===== config.mk =====
export PLATFORM = sky130hd
export DESIGN_NAME = cdb_result_queue
export DESIGN_NICKNAME = d
export VERILOG_FILES = /design/src/rtl/cdb_result_queue_pkg.sv /design/src/rtl/cdb_fifo.sv /design/src/rtl/cdb_result_queue.sv
export SDC_FILE = /design/constraint.sdc
export NUM_CORES = 1
export LEC_CHECK = 0
export ABC_AREA = 1
export CAP_MARGIN = 20
export CORE_MARGIN = 2
export CORE_UTILIZATION = 45
export CTS_CLUSTER_SIZE = 10
export DETAILED_ROUTE_END_ITERATION = 12
export PLACE_DENSITY_LB_ADDON = 0.25
export SLEW_MARGIN = 20
export SYNTH_ARGS = -nofsm -noshare
export SYNTH_HDL_FRONTEND = slang
export SYNTH_SLANG_ARGS = --single-unit

===== constraint.sdc =====
create_clock -name clk -period 4.6 [get_ports clk]
set_input_delay 1.15 -clock clk [delete_from_list [all_inputs] [get_ports clk]]
set_output_delay 1.15 -clock clk [all_outputs]
set_load 0.05 [all_outputs]

===== src/rtl/cdb_result_queue_pkg.sv =====
// Shared CDB definitions: entry layout and default widths used by producers and consumers.
package cdb_result_queue_pkg;

    localparam int unsigned CdbDataWidth = 32;
    localparam int unsigned CdbTagWidth  = 7;

    typedef struct packed {
        logic [CdbTagWidth-1:0]  tag;
        logic [CdbDataWidth-1:0] data;
    } cdb_entry_t;

    // Modular successor used by the round-robin search.
    function automatic int unsigned rr_index(input int unsigned base, input int unsigned off,
                                             input int unsigned n);
        return (base + off) % n;
    endfunction

endpackage


===== src/rtl/cdb_fifo.sv =====
// Synchronous first-word-fall-through FIFO with occupancy count.
module cdb_fifo #(
    parameter int unsigned Width = 39,
    parameter int unsigned Depth = 8
) (
    input  logic                     clk,
    input  logic                     rst,
    input  logic                     push_i,
    input  logic [Width-1:0]         wdata_i,
    input  logic                     pop_i,
    output logic [Width-1:0]         rdata_o,
    output logic                     valid_o,
    output logic [$clog2(Depth):0]   count_o,
    output logic                     full_o,
    output logic                     empty_o
);
    localparam int unsigned PtrW = $clog2(Depth);

    logic [Width-1:0] mem_q [Depth];
    logic [PtrW-1:0]  wr_ptr_q, rd_ptr_q;
    logic [PtrW:0]    count_q;
    logic             do_push, do_pop;

    assign empty_o = (count_q == '0);
    assign full_o  = (count_q == (PtrW+1)'(Depth));
    assign valid_o = !empty_o;
    assign count_o = count_q;
    assign rdata_o = mem_q[rd_ptr_q];

    // A push into a full FIFO is legal only alongside a pop; the freed slot is the write slot.
    assign do_pop  = pop_i && !empty_o;
    assign do_push = push_i && (!full_o || do_pop);

    always_ff @(posedge clk) begin
        if (rst) begin
            wr_ptr_q <= '0;
            rd_ptr_q <= '0;
            count_q  <= '0;
        end else begin
            if (do_push) wr_ptr_q <= wr_ptr_q + PtrW'(1);
            if (do_pop)  rd_ptr_q <= rd_ptr_q + PtrW'(1);
            case ({do_push, do_pop})
                2'b10:   count_q <= count_q + (PtrW+1)'(1);
                2'b01:   count_q <= count_q - (PtrW+1)'(1);
                default: count_q <= count_q;
            endcase
        end
    end

    always_ff @(posedge clk) begin
        if (do_push) mem_q[wr_ptr_q] <= wdata_i;
    end

endmodule


===== src/rtl/cdb_result_queue.sv =====
// Latches functional-unit completions, arbitrates round-robin and serialises them onto the CDB.
module cdb_result_queue
    import cdb_result_queue_pkg::*;
#(
    parameter int unsigned NUM_FU     = 4,
    parameter int unsigned DATA_WIDTH = CdbDataWidth,
    parameter int unsigned TAG_WIDTH  = CdbTagWidth,
    parameter int unsigned DEPTH      = 8
) (
    input  logic                         clk,
    input  logic                         rst,
    input  logic [NUM_FU-1:0]            fu_done_i,
    input  logic [NUM_FU*DATA_WIDTH-1:0] fu_result_i,
    input  logic [NUM_FU*TAG_WIDTH-1:0]  fu_tag_i,
    output logic [NUM_FU-1:0]            fu_queued_o,
    output logic                         cdb_valid_o,
    output logic [TAG_WIDTH-1:0]         cdb_tag_o,
    output logic [DATA_WIDTH-1:0]        cdb_data_o,
    input  logic                         cdb_ready_i,
    output logic [$clog2(DEPTH):0]       count_o,
    output logic                         full_o,
    output logic                         empty_o
);
    localparam int unsigned RrW    = (NUM_FU > 1) ? $clog2(NUM_FU) : 1;
    localparam int unsigned EntryW = TAG_WIDTH + DATA_WIDTH;

    logic [NUM_FU-1:0] pending_q, pending_d;
    logic [NUM_FU-1:0] fu_queued_q, fu_queued_d;
    logic [RrW-1:0]    rr_ptr_q, rr_ptr_d;
    logic [NUM_FU-1:0] req, gnt_oh;
    logic [RrW-1:0]    gnt_idx;
    logic              gnt_found, grant, pop;
    logic [EntryW-1:0] push_data, head_data;

    assign req = fu_done_i | pending_q;
    assign pop = cdb_valid_o && cdb_ready_i;

    always_comb begin
        gnt_found = 1'b0;
        gnt_idx   = '0;
        for (int k = 0; k < NUM_FU; k++) begin
            if (!gnt_found && req[rr_index(32'(rr_ptr_q), 32'(k), NUM_FU)]) begin
                gnt_found = 1'b1;
                gnt_idx   = RrW'(rr_index(32'(rr_ptr_q), 32'(k), NUM_FU));
            end
        end
    end

    // A full queue can still take an entry in the cycle its head is consumed.
    assign grant = gnt_found && (!full_o || pop);

    always_comb begin
        gnt_oh = '0;
        if (grant) gnt_oh[gnt_idx] = 1'b1;
        pending_d   = (pending_q | fu_done_i) & ~gnt_oh;
        fu_queued_d = gnt_oh;
        rr_ptr_d    = grant ? RrW'(rr_index(32'(gnt_idx), 32'd1, NUM_FU)) : rr_ptr_q;
    end

    assign push_data = {fu_tag_i[32'(gnt_idx)*TAG_WIDTH +: TAG_WIDTH],
                        fu_result_i[32'(gnt_idx)*DATA_WIDTH +: DATA_WIDTH]};

    always_ff @(posedge clk) begin
        if (rst) begin
            pending_q   <= '0;
            fu_queued_q <= '0;
            rr_ptr_q    <= '0;
        end else begin
            pending_q   <= pending_d;
            fu_queued_q <= fu_queued_d;
            rr_ptr_q    <= rr_ptr_d;
        end
    end

    cdb_fifo #(
        .Width (EntryW),
        .Depth (DEPTH)
    ) u_fifo (
        .clk     (clk),
        .rst     (rst),
        .push_i  (grant),
        .wdata_i (push_data),
        .pop_i   (pop),
        .rdata_o (head_data),
        .valid_o (cdb_valid_o),
        .count_o (count_o),
        .full_o  (full_o),
        .empty_o (empty_o)
    );

    assign cdb_tag_o   = head_data[EntryW-1:DATA_WIDTH];
    assign cdb_data_o  = head_data[DATA_WIDTH-1:0];
    assign fu_queued_o = fu_queued_q;

endmodule

==> impl_metrics.tcl, run 1 <==
set metrics [dict create \
    status "finished clean" \
    ys_types 28 \
    hpwl_um 25400 \
    worstSetupStartpointType "flop" \
    synth_area_leaders "edfxtp_1 (63%), nor2_1 (7.5%), nand2_1 (6.2%)" \
    power_frac_clock 0.159 \
    wl_per_cell_um 18.8 \
    drtIter0Drc 957 \
    holdWs_ns 0.474 \
    ys.warnings.count 0 \
    finalMaxSlewViolations 0 \
    clock_skew_ns 0.00902 \
    grt_pass1_wl_um 62000 \
    combPwrFrac 0.484 \
    post_cts_buffers 0 \
    r2r_end "u_fifo.mem_q[4][14]" \
    remaining_drc_errors 0 \
    track_usage 0.228 \
    cap_violations 0 \
    cts_tree "yes" \
    synthDominantCellAreaShare 0.625 \
    vias_per_cell 5.34 \
    globalplace.congestion 0.901 \
    cts_buffer_depth 3 \
    r2r-start "rr_ptr_q[0]" \
    regToRegSetupSlack_ns 1.58 \
    crit_type "flop to output pin" \
    period_needed_ns 4.35 \
    synth.avg_cell_area_um2 10.0 \
    setup-tns-final_ns 0 \
    syn_to_final_growth_pct 24.8 \
    critPathSlowestCell "clkdlybuf4s50_1" \
    clock_sinks 335 \
    rows 66 \
    dieArea_mm2 0.0348 \
    dr.pass1.iters 7 \
    antenna_found_initial 0 \
    powerDensity_mw_per_mm2 884 \
    ant_nets 0 \
    crit_end "cdb_data_o[28]" \
    hold_class "flop to flop" \
    r2r_cells 10 \
    switchingPower_uw 7310 \
    start_util 0.458 \
    worst_ep_required_time_ns 3.45 \
    arrival_ns 3.20 \
    coreArea_mm2 0.0327 \
    power.share.sequential 0.357 \
    die_x_um 186 \
    vias 11400 \
    intPower_uw 9220 \
    port_buffers 212 \
    max_freq_mhz 230 \
    root_buffer "clkbuf_16" \
    finalCritPeriodShare 0.945 \
    netlist_instances 1491 \
    pin_count 213 \
    cts.htree.levels 2 \
    wl_um 40100 \
    overflow 0 \
    nNetsFinal 1859 \
    diodes 0 \
    grt_max_degree 79 \
    die_y_um 186 \
    p_sw_frac 0.442 \
    clk_pin_slew_ns 0.05 \
    ctsResizeCount 0 \
    fin_ws_ns 0.255 \
    dp_slack_ns 0.547 \
    syn_nets 1663 \
    synth-seq-cells 335 \
    setup_viol 0 \
    syn_area_mm2 0.0150 \
    final-hold-violation-count 0 \
    layout-drive-gt1-share 0.0673 \
    grt_pass1_vias 11000 \
    max_stage_delay_ns 0.88 \
    yosysTopAreaCell "edfxtp_1" \
    p_leak_uw 0.00716 \
    cts_buffers 39 \
    crit_chain "buf_4, o21ai_0, o22ai_1, nor2_1, a31oi_1, clkdlybuf4s50_1" \
    max-slew-margin-rel 0.372 \
    cp-end-kind "output pin" \
    hold_buffers 0 \
    worst_pin_slew_ns 0.940 \
    cp_max_fo 35 \
    final_core_util 0.572 \
    irDropWorstVdd_uv 521 \
    ys_seq_area_frac 0.656 \
    clock_latency_ns 0.52 \
    rsz0062_at_grt "false" \
]
## cells in the final DEF, fill, tap and decap left out, types with 3 or more instances in the layout
cell / n
nand2_1: 246
nor2_4: 9
a21oi_1: 13
inv_1: 102
dfxtp_1: 21
nand3_1: 132
buf_12: 11
edfxtp_1: 312
nor2_1: 291
a31oi_1: 39
clkbuf_1: 6
xor2_1: 3
clkdlybuf4s50_1: 196
ha_1: 9
clkbuf_16: 39
buf_4: 41
o21ai_0: 165
o22ai_1: 39
## per-stage QoR
step           area, um^2  std cells  power [uW]
2_1_floorplan       15000       1491       11000
3_3_place_gp        17700       2088       13800
3_5_place_dp        17700       2088       13900
4_1_cts             18700       2136       16600
5_1_grt             18700       2136       17500
6_report            18700       2136       16500
## per-layer routing
metal  wire length [um]  track usage  vias up  part of all wire
met3               3330       0.0521       52             0.083
met5                  0            0        -                 0
li1                   -            -     5481                 -
met4                670       0.0516        0             0.017
met1              17600        0.316     5427              0.44
met2              18500        0.368      450              0.46
## cell usage after synthesis (all sizes together)
master  count
inv       106
clkinv      1
dfxtp      23
xor2        3
ha          9
o22ai      39
nand3b      1
a31oi      39
buf        39
nor4        1
nand3     134
clkbuf     54
edfxtp    312
nand2     249
o21ai     166
a21oi      13
or2         1
xnor2       1
nor2      300
## worst max-delay path: cells and delay by family (launching register included)
family / cells / cell delay, ns
buffers and inverters: 2 / 1.30
AO/OA/AOI/OAI: 3 / 0.69
flip-flops: 1 / 0.62
AND/OR/NAND/NOR: 1 / 0.05
## how the worst min path moves through the flow
stage | slack [ns] | start | cells past startpoint | endpoint
6_report | 0.47 | u_fifo.rd_ptr_q[2] | 2 | flop
5_1_grt | 0.48 | u_fifo.rd_ptr_q[2] | 2 | u_fifo.rd_ptr_q[2]
4_1_cts | 0.46 | u_fifo.rd_ptr_q[2] | 2 | flop
3_5_place_dp | 0.46 | u_fifo.rd_ptr_q[2] | 2 | flop
3_3_place_gp | 0.45 | u_fifo.rd_ptr_q[2] | 2 | u_fifo.rd_ptr_q[2]
2_1_floorplan | 0.43 | u_fifo.rd_ptr_q[2] | 2 | flop
## flip-flops by register name (all words and copies together) (netlist names), named ones only
name	cells
u_fifo.mem_q	312
u_fifo.count_o	4
fu_queued_o	4
pending_q	4
rr_ptr_q	2
u_fifo.wr_ptr_q	3
u_fifo.rd_ptr_q	3
## power by group through the flow
stage          Combinational [uW]  Clock (uW)  Sequential [uW]
2_1_floorplan                5010           0             5960
3_3_place_gp                 7840           0             5940
3_5_place_dp                 7980           0             5960
4_1_cts                      8010        2660             5910
5_1_grt                      8710        2770             5990
6_report                     8000        2620             5910
## kinds of logic after synthesis
| group | synth area share |
|---|---|
| xor gates and xnor gates | 0.00234 |
| adders and majority gates | 0.00752 |
| DFF | 0.656 |
| AOI/OAI and AO/OA | 0.0924 |
| buffers and inverters | 0.0554 |
| and+or+nand+nor | 0.186 |
## cell type report
cell class | instances | area [um^2]
repair buffers | 248 | 2490
flip-flops and latches | 335 | 9830
clock buffers | 45 | 998
clock inverters | 3 | 37.5
fillers | 2776 | 14000
inverters | 107 | 407
multi-input cells | 956 | 4390
well taps | 442 | 553
Power figures use the tool's default switching activity.
==> inputs of run 2 (changes only) <==
Settings changed: CORE_ASPECT_RATIO set to 0.7.
==> run 2 against run 1 <==
Effect of this change:
- via count shrank 0.32%
- power is 1.7% lower
- critical path depth grew 1
- non-clock buffer count unchanged
- global-route usage fell by 0.33 points
- register-to-register slack improved by 0.21 ns
- combinational power fell by 3.9%
- setup slack gained 0.068 ns
- largest cell class unchanged
- highest routed layer is now met5
==> impl_metrics.tcl, run 2 (same netlist as run 1, synthesis figures left out) <==
set metrics [dict create \
    status "finished clean" \
    hold_buffers 0 \
    regToRegSetupSlack_ns 1.79 \
    worst_pin_slew_ns 0.799 \
    setup_viol 0 \
    arrival_ns 3.13 \
    vias_per_cell 5.36 \
    hpwl_um 23900 \
    drtIter0Drc 980 \
    coreArea_mm2 0.0326 \
    dieArea_mm2 0.0348 \
    crit_type "flop to output pin" \
    p_leak_uw 0.00716 \
    antenna_found_initial 1 \
    nNetsFinal 1859 \
    powerDensity_mw_per_mm2 870 \
    worstSetupStartpointType "flop" \
    final-hold-violation-count 0 \
    vias 11400 \
    root_buffer "clkbuf_16" \
    largest_register_ffs 312 \
    grt_max_degree 95 \
    wl_um 39200 \
    clock_sinks 335 \
    irDropWorstVdd_uv 427 \
    hold_class "flop to flop" \
    fin_ws_ns 0.323 \
    post_cts_buffers 0 \
    cp-end-kind "output pin" \
    overflow 0 \
    cts_tree "yes" \
    period_needed_ns 4.28 \
    cts_buffers 39 \
    diodes 0 \
    dp_slack_ns 0.736 \
    clock_latency_ns 0.53 \
    layout-drive-gt1-share 0.0673 \
    remaining_drc_errors 0 \
    cts.htree.levels 2 \
    pin_count 213 \
    clock_skew_ns 0.0157 \
    ctsResizeCount 0 \
    final_cell_mix "edfxtp_1 (312), nor2_1 (291), nand2_1 (246)" \
    rows 55 \
    track_usage 0.225 \
    worst_ep_required_time_ns 3.45 \
    globalplace.congestion 0.868 \
    wl_per_cell_um 18.5 \
    die_y_um 157 \
    rsz0062_at_grt "false" \
    start_util 0.460 \
    cts_buffer_depth 3 \
    ant_nets 0 \
    syn_to_final_growth_pct 24.7 \
    max_freq_mhz 234 \
    max-slew-margin-rel 0.467 \
    cap_violations 0 \
    grt_pass1_wl_um 60500 \
    port_buffers 212 \
    placed_area_mm2 0.0176 \
    cp_max_fo 43 \
    max_flop_register "u_fifo.mem_q" \
    die_x_um 222 \
    grt_pass1_vias 11000 \
    clk_pin_slew_ns 0.05 \
    setup-tns-final_ns 0 \
    final_area_mm2 0.0187 \
    dr.pass1.iters 5 \
    finalMaxSlewViolations 0 \
    finalCritPeriodShare 0.930 \
    layout_commonest_cell "edfxtp_1" \
]
==> run 2: final cells by class <==
cell class                      instances  area (um^2)
Tap cell                              427          534
Sequential cell                       335         9830
Fill cell                            2736        13900
Inverter                              107          407
Timing Repair Buffer                  248         2460
Clock buffer                           46         1030
Clock inverter                          3         28.8
Multi-Input combinational cell        956         4390
==> run 2: worst paths after layout <==
check | to | startpoint | depth (start not counted)
min | flop | u_fifo.rd_ptr_q[2] | 2
max reg2reg | u_fifo.mem_q[1][38] | rr_ptr_q[0] | 11
max | cdb_tag_o[3] | flop | 7
min reg2reg | flop | u_fifo.rd_ptr_q[2] | 2
==> run 2: metal layers <==
layer | up-vias | wire length, um | GRT usage
met3 | 65 | 2940 | 0.0494
met5 | - | 13 | 0
met2 | 389 | 17800 | 0.365
met1 | 5425 | 17600 | 0.305
li1 | 5492 | - | -
met4 | 2 | 801 | 0.0647
==> run 2: where the power goes <==
part / internal (uW) / total (uW) / switching, uW / leakage (uW)
Clock: 1570 / 2670 / 1100 / 0.000519
Sequential: 5660 / 5900 / 241 / 0.00306
Combinational: 1970 / 7690 / 5720 / 0.00358
==> run 2: stage by stage <==
stage,cells,total power [uW],hold slack [ns],util
after floorplan,1491,11000,0.433,-
after global placement,2073,13500,0.450,0.541
final,2122,16300,0.464,0.574
after CTS,2122,16300,0.469,0.574
after global routing,2122,17300,0.484,0.574
after detailed placement,2073,13700,0.460,0.541
==> run 2: critical path, stage by stage, from the launching register on <==
cell and delay [ns]:
dfxtp_4 0.44, inv_4 0.39, buf_4 0.35, o21ai_0 0.13, o22ai_1 0.16, nor2_1 0.06
a31oi_1 0.19, clkdlybuf4s50_1 0.85
==> inputs of run 3 (changes only) <==
Settings changed: SLEW_MARGIN 20 to not set.
==> results of run 3 <==
No change in the layout: final DEF, timing and power equal those of run 2.
